$ cat config.mk
export PLATFORM = sky130hd
export DESIGN_NAME = ahb_slave_mux
export DESIGN_NICKNAME = d
export VERILOG_FILES = /design/src/rtl/ahb_slave_mux.sv
export SDC_FILE = /design/constraint.sdc
export NUM_CORES = 1
export LEC_CHECK = 0
export BUFFER_PORTS_ARGS = -buffer_cell sky130_fd_sc_hd__buf_4
export CORE_MARGIN = 5
export CORE_UTILIZATION = 30
export CTS_CLUSTER_SIZE = 16
export DETAILED_ROUTE_END_ITERATION = 7
export GPL_TIMING_DRIVEN = 0
export PLACE_DENSITY = 0.86
export SLEW_MARGIN = 10
export SYNTH_ARGS = -nofsm -noshare
export SYNTH_HDL_FRONTEND = slang
export SYNTH_SLANG_ARGS = --single-unit
$ cat constraint.sdc
create_clock -name HCLK -period 1.8 [get_ports HCLK]
set_input_delay 0.18 -clock HCLK [delete_from_list [all_inputs] [get_ports HCLK]]
set_output_delay 0.18 -clock HCLK [all_outputs]
set_load 0.005 [all_outputs]
$ cat src/rtl/ahb_slave_mux.sv
// AHB-Lite data-phase return mux with built-in default slave (two-cycle ERROR for unmapped transfers).
// Optional macro AHB_MUX_ERR_COUNT_EN adds a saturating 8-bit default-slave error counter on ERR_COUNT.
module ahb_slave_mux #(
  parameter int unsigned DATA_WIDTH  = 32,
  parameter int unsigned SLAVE_COUNT = 4
) (
  input  logic                              HCLK,
  input  logic                              HRESET,
  input  logic [SLAVE_COUNT-1:0]            HSEL,
  input  logic [1:0]                        HTRANS,
  input  logic [SLAVE_COUNT*DATA_WIDTH-1:0] HRDATA_S,
  input  logic [SLAVE_COUNT-1:0]            HREADYOUT_S,
  input  logic [SLAVE_COUNT-1:0]            HRESP_S,
  output logic [DATA_WIDTH-1:0]             HRDATA,
  output logic                              HREADY,
  output logic                              HRESP,
  output logic [7:0]                        ERR_COUNT
);

  localparam int unsigned CNT_W = 8;

  typedef enum logic [1:0] {
    DEF_IDLE = 2'd0,
    DEF_ERR1 = 2'd1,
    DEF_ERR2 = 2'd2
  } state_t;

  state_t                  state;
  state_t                  state_next;
  logic [SLAVE_COUNT-1:0]  dsel;
  logic [SLAVE_COUNT-1:0]  sel_low;
  logic                    unmapped_act;
  logic [DATA_WIDTH-1:0]   mux_rdata;
  logic                    mux_ready;
  logic                    mux_resp;
  logic                    unused_htrans;

  // Only HTRANS[1] distinguishes active (NONSEQ/SEQ) from IDLE/BUSY.
  assign unused_htrans = HTRANS[0];
  assign unmapped_act  = (HSEL == '0) && HTRANS[1];

  // Lowest-index priority reduction of a possibly multi-hot select.
  always_comb begin
    logic found;
    sel_low = '0;
    found   = 1'b0;
    for (int i = 0; i < int'(SLAVE_COUNT); i++) begin
      if (HSEL[i] && !found) begin
        sel_low[i] = 1'b1;
        found      = 1'b1;
      end
    end
  end

  always_ff @(posedge HCLK) begin
    if (HRESET) begin
      state <= DEF_IDLE;
      dsel  <= '0;
    end else begin
      state <= state_next;
      if (HREADY) begin
        dsel <= sel_low;
      end
    end
  end

  // Return-path mux from the data-phase slave.
  always_comb begin
    mux_rdata = '0;
    mux_ready = 1'b1;
    mux_resp  = 1'b0;
    for (int i = 0; i < int'(SLAVE_COUNT); i++) begin
      if (dsel[i]) begin
        mux_rdata = HRDATA_S[i*DATA_WIDTH +: DATA_WIDTH];
        mux_ready = HREADYOUT_S[i];
        mux_resp  = HRESP_S[i];
      end
    end
  end

  // Default-slave FSM: next state and master-facing outputs.
  always_comb begin
    state_next = state;
    HRDATA     = mux_rdata;
    HREADY     = mux_ready;
    HRESP      = mux_resp;
    case (state)
      DEF_IDLE: begin
        if (mux_ready && unmapped_act) begin
          state_next = DEF_ERR1;
        end
      end
      DEF_ERR1: begin
        HRDATA     = '0;
        HREADY     = 1'b0;
        HRESP      = 1'b1;
        state_next = DEF_ERR2;
      end
      DEF_ERR2: begin
        HRDATA     = '0;
        HREADY     = 1'b1;
        HRESP      = 1'b1;
        state_next = unmapped_act ? DEF_ERR1 : DEF_IDLE;
      end
      default: begin
        state_next = DEF_IDLE;
      end
    endcase
  end

`ifdef AHB_MUX_ERR_COUNT_EN
  logic [CNT_W-1:0] err_count;

  // Counts entries into DEF_ERR1; holds at all-ones.
  always_ff @(posedge HCLK) begin
    if (HRESET) begin
      err_count <= '0;
    end else if ((state_next == DEF_ERR1) && (state != DEF_ERR1) &&
                 (err_count != {CNT_W{1'b1}})) begin
      err_count <= err_count + CNT_W'(1);
    end
  end

  assign ERR_COUNT = err_count;
`else
  assign ERR_COUNT = CNT_W'(0);
`endif

endmodule

## Word-level counts from Yosys, hierarchy flattened

Index checks and enable logic that the tools add are counted.

| word-level totals | value |
|---|---|
| flip-flop bits (word level) | 6 |
| input bits | 144 |
| output and inout port bits | 42 |
| word-level logic and storage cells | 40 |

| operators by class | value |
|---|---|
| equal/unequal tests | 3 |
| muxes and demuxes | 24 |
| reduce and logical (&&, ||, !) cells | 11 |

Operators with widths:

| operator | number |
|---|---|
| $mux 32 | 5 |
| $mux 1 | 16 |
| $pmux 2 s3 | 1 |
| $logic_and 1x1->1 | 5 |
| $logic_not 4->1 | 1 |
| $logic_not 1->1 | 3 |
| $eq 2x1->1 const B | 1 |
| $eq 2x2->1 const B | 1 |
| $logic_not 2->1 | 1 |
| $mux 2 | 1 |
| $ne 2x2->1 const B | 1 |
| $pmux 1 s2 | 1 |
| $reduce_or 2->1 | 1 |

## Longest topological paths before layout

| depth | value |
|---|---|
| word-level depth | 10 |
| gate-level depth with buffers | 7 |
| mapped depth without buffers | 6 |

## Worst setup path after synthesis

Ideal clock, no wire load.

| timing path | value |
|---|---|
| path type | reg2out |
| from | register state[0] |
| to | output HRDATA[10] |
| data arrival time | 1.620 ns |
| data required time | 1.620 ns |
| path slack | 0.000 ns |
| stages on the path, launching flop included | 8 |
| path buffers | 3 |
| path through | dfxtp_1 -> inv_1 -> ha_1 -> clkbuf_1 -> nor2b_1 -> clkbuf_1 -> clkbuf_1 -> a22o_1 |

| between the ends | value |
|---|---|
| longest elaborated chain between the ends | 3 |
| elaborated cells on any way between the ends | 4 |
| classes of those cells | eq/ne: 2; mux: 1; reduce/logical: 1 |

Ends and longest elaborated chain:

| what | line | RTL |
|---|---|---|
| from (decl) | 28 | `state_t state;` |
| from (signal assigned) | 60 | `state <= state_next;` |
| $eq 2x2->1 or $eq 2x1->1 (tied branches) | 87 | `case (state)` |
| $reduce_or 2->1 (no line) (*) | -- |  |
| $mux 32 (*) | 87 |  |
| to (decl) | 14 | `output logic [DATA_WIDTH-1:0] HRDATA,` |

Mark *: on every way between the ends. The rest lies on a longest branch, timed or not.

## Worst setup path in the final report

| timing path | value |
|---|---|
| from | register state[0] |
| to | output HRDATA[20] |

Same word-level chain as after synthesis.

==> flow_summary.ini <==
[outcome]
outcome = complete, but fails checks
violations = setup timing

[floorplan]
pin_count = 186
num_rows = 26
die_h_um = 81.4
core_um2 = 5040
dieWidth_um = 81.4
initial_core_util_pct = 30.3
die_area_um2 = 6630

[setup_path]
critical-path-max-stage-delay_ns = 0.33
crit_chain = inv_2 -> ha_4 -> nor2b_1 -> clkbuf_8 -> buf_8 -> a22o_1 -> buf_4
path_class = flop to output pin
reg2regPathDepth = 8
cp_max_fo = 8
cp_top_family = buffers and inverters
worstReg2RegEnd = state[0]
required_ns = 1.62
ff2ff_setup_slack_ns = 0
cpMaxStageDelayCell = dfxtp_2
r2r_start = dsel[1]
crit_buf_inv = 4
critPathLaunchType = flop
cp.arrival_ns = 1.64
endpoint_kind = output pin

[place]
hpwl_mm = 6.32
dpl_cell_area_um2 = 2970
place_ws_ns = -0.467
dp.cells = 480
portBuffers = 176
finalWeightedCongestion = 0.871

[synth]
synth_xor_area_share_pct = 0
synthFlopType = dfxtp_1
synth_cell_types = 37
synth_compound_area_share_pct = 55.0
synth_top_area_cell = a22o_1
ys_ff_latch = 6
netlist_area_um2 = 1530
synth_top_family_by_area = compound AO/OA/AOI/OAI gates
yosys.area_share.adder_pct = 3.27
post-synth-top-count-cell = nand2_1
synth_mux_area_share_pct = 1.64
synth_common_cells = nand2_1, o21ai_0, a22o_1, a22oi_1, clkbuf_1
synth.area.top_cells = a22o_1, a22oi_1, o21ai_0
synth_edf_count = 0
synth_top_cell_area_share_pct = 18.3
syn_avg_cell_area_um2 = 6.74
synth_simple_gate_area_share_pct = 20.0
async_reset_ff_share_pct = 0
yosys_warnings = 0
synth_seq_area_share_pct = 7.85
synth_cells = 227

[timing]
hold_violations = 0
worst_slack_ns = -0.0166
skew_ns = 0.00226
rsz0062_at_grt = true
max_freq_ghz = 0.550
slew_viol_final = 0
period_minus_slack_ns = 1.82
whs_ns = 0.269
fin_crit_sh_pct = 101
finalSetupViolCount = 4

[global_routing]
grt_usage_pct = 21.8
grt_pass1_wl_mm = 11.5
grt_max_degree = 11
antenna_found_initial = 0
gr-total-overflow = 0
grt_pass1_vias = 2506

[power]
finalPower_mw = 2.40
p_leak_nw = 1.64
p_switching_mw = 0.937
clockPowerShare_pct = 8.4
powerDensity_nw_per_um2 = 720
switching_share_pct = 39.0
pwr-share-seq_pct = 7.5
intPower_mw = 1.47
p_comb_share_pct = 84.1
irDropWorstVdd_v = 0.000568

[flow_run]
cap_violations = 0

[clock_network]
clock-root-buffer = clkbuf_8
cts_buffers = 3
cts_hold_buffers = 0
clkLatencyLatePin_ns = 0.22
tritoncts = built
htreeDepth = 1
cts_max_path_buffers = 2
clk_pin_slew_ns = 0.04
clock-sinks = 6

[layout]
syn_to_final_growth_pct = 118
drive_gt1_share_pct = 57.2
fin_area_um2 = 3340
nFillCells = 468
fin_cells = 500
finalNetCount = 580
antennaDiodeCount = 0

[routing]
drt.antenna.violating_nets = 0
vias = 2590
post-route-drc-count = 0
routed_wl_mm = 8.36
dr.pass1.iters = 4
routed_via_density = 5.18
wl_per_cell_um = 16.7
first_iter_violations = 152

[min_path]
worst_hold_path.endpoint = dsel[3]
hp-class = primary input to flop
min_from = HSEL[3]
whs_path_depth = 3
==> worst max path at each step <==
| stage | from | slack, ns | depth (start not counted) | to |
|---|---|---|---|---|
| floorplan | state[0] | 0.0004 | 7 | HRDATA[10] |
| global placement | state[0] | -0.46 | 8 | HRDATA[4] |
| detailed placement | state[0] | -0.47 | 8 | HRDATA[8] |
| CTS | state[0] | 0.0004 | 7 | HRDATA[24] |
| global route | dsel[1] | -0.10 | 8 | HRDATA[18] |
| finish | state[0] | -0.02 | 7 | HRDATA[20] |
==> final cells by class <==
cell class              count  area [um^2]  share of cell area (%)
repair buffers            195         1510                    45.2
multi-input cells         191         1300                    38.9
plain buffers              31          263                    7.87
flip-flops and latches      6          125                    3.75
well taps                  70         87.6                    2.62
clock buffers               3         41.3                    1.24
inverters                   4         15.0                   0.450
==> cell usage in the layout, fill, tap and decap left out, types with 2 or more instances in the layout <==
cell type,instances
a32oi_1,2
conb_1,8
dfxtp_2,4
buf_6,8
clkbuf_4,3
buf_8,6
o21ai_0,12
clkbuf_8,4
o211ai_1,4
nor2_1,3
a22oi_2,4
nand2b_1,5
clkbuf_1,3
or4_1,2
inv_1,2
o21ai_1,21
a22oi_1,28
nor2b_1,5
inv_2,2
buf_4,199
ha_1,3
nand3_1,2
clkbuf_2,4
nor3_1,3
a31oi_1,2
nand2_1,37
a22o_1,32
dfxtp_1,2
or4b_2,2
==> routing by layer <==
| metal | wire length, um | track usage, % | vias to the layer above |
|---|---|---|---|
| li1 | - | - | 1265 |
| met1 | 3060 | 25.2 | 1155 |
| met2 | 4260 | 39.3 | 144 |
| met3 | 792 | 4.39 | 26 |
| met4 | 245 | 8.28 | 0 |
| met5 | 0 | 0 | - |
==> power by group through the flow <==
stage / Combinational (mW) / Sequential, mW / Clock (mW)
after global routing: 2.19 / 0.184 / 0.218
after CTS: 1.85 / 0.179 / 0.206
final: 2.02 / 0.180 / 0.201
after floorplan: 0.869 / 0.172 / 0
after detailed placement: 1.69 / 0.178 / 0
after global placement: 1.67 / 0.177 / 0
==> worst register-to-register path: stages (launching register included) <==
cell and delay [ns]:
dfxtp_2 0.31, buf_6 0.13, nor2b_4 0.05, buf_6 0.12
a2111oi_4 0.42, buf_4 0.18, buf_4 0.11, o2bb2ai_2 0.07
mux2_4 0.30
==> flip-flops by register name, indices dropped and copies added (netlist names) <==
signal,cells
state,2
dsel,4
==> metrics by stage <==
| step | util (%) | setup TNS, ns |
|---|---|---|
| floorplan | - | 0 |
| global placement | 58.8 | -13.47 |
| detailed placement | 58.8 | -13.62 |
| CTS | 63.7 | 0 |
| global route | 66.2 | -1.73 |
| finish | 66.2 | -0.0365 |
==> kinds of logic after synthesis <==
logic type      count (synthesis)
simple gates                   64
buf+inv                        37
fa+ha+maj                       4
compound gates                113
other cells                     1
mux                             2
flops                           6
==> timing repair <==
action | 4_1_cts | 5_1_grt
setup buffers | 7 | 9
cloned | 3 | 0
setup endpoints to repair | 34 | 34
pin swaps | 6 | 25
resized for setup | 44 | 52
Power figures use the tool's default switching activity.
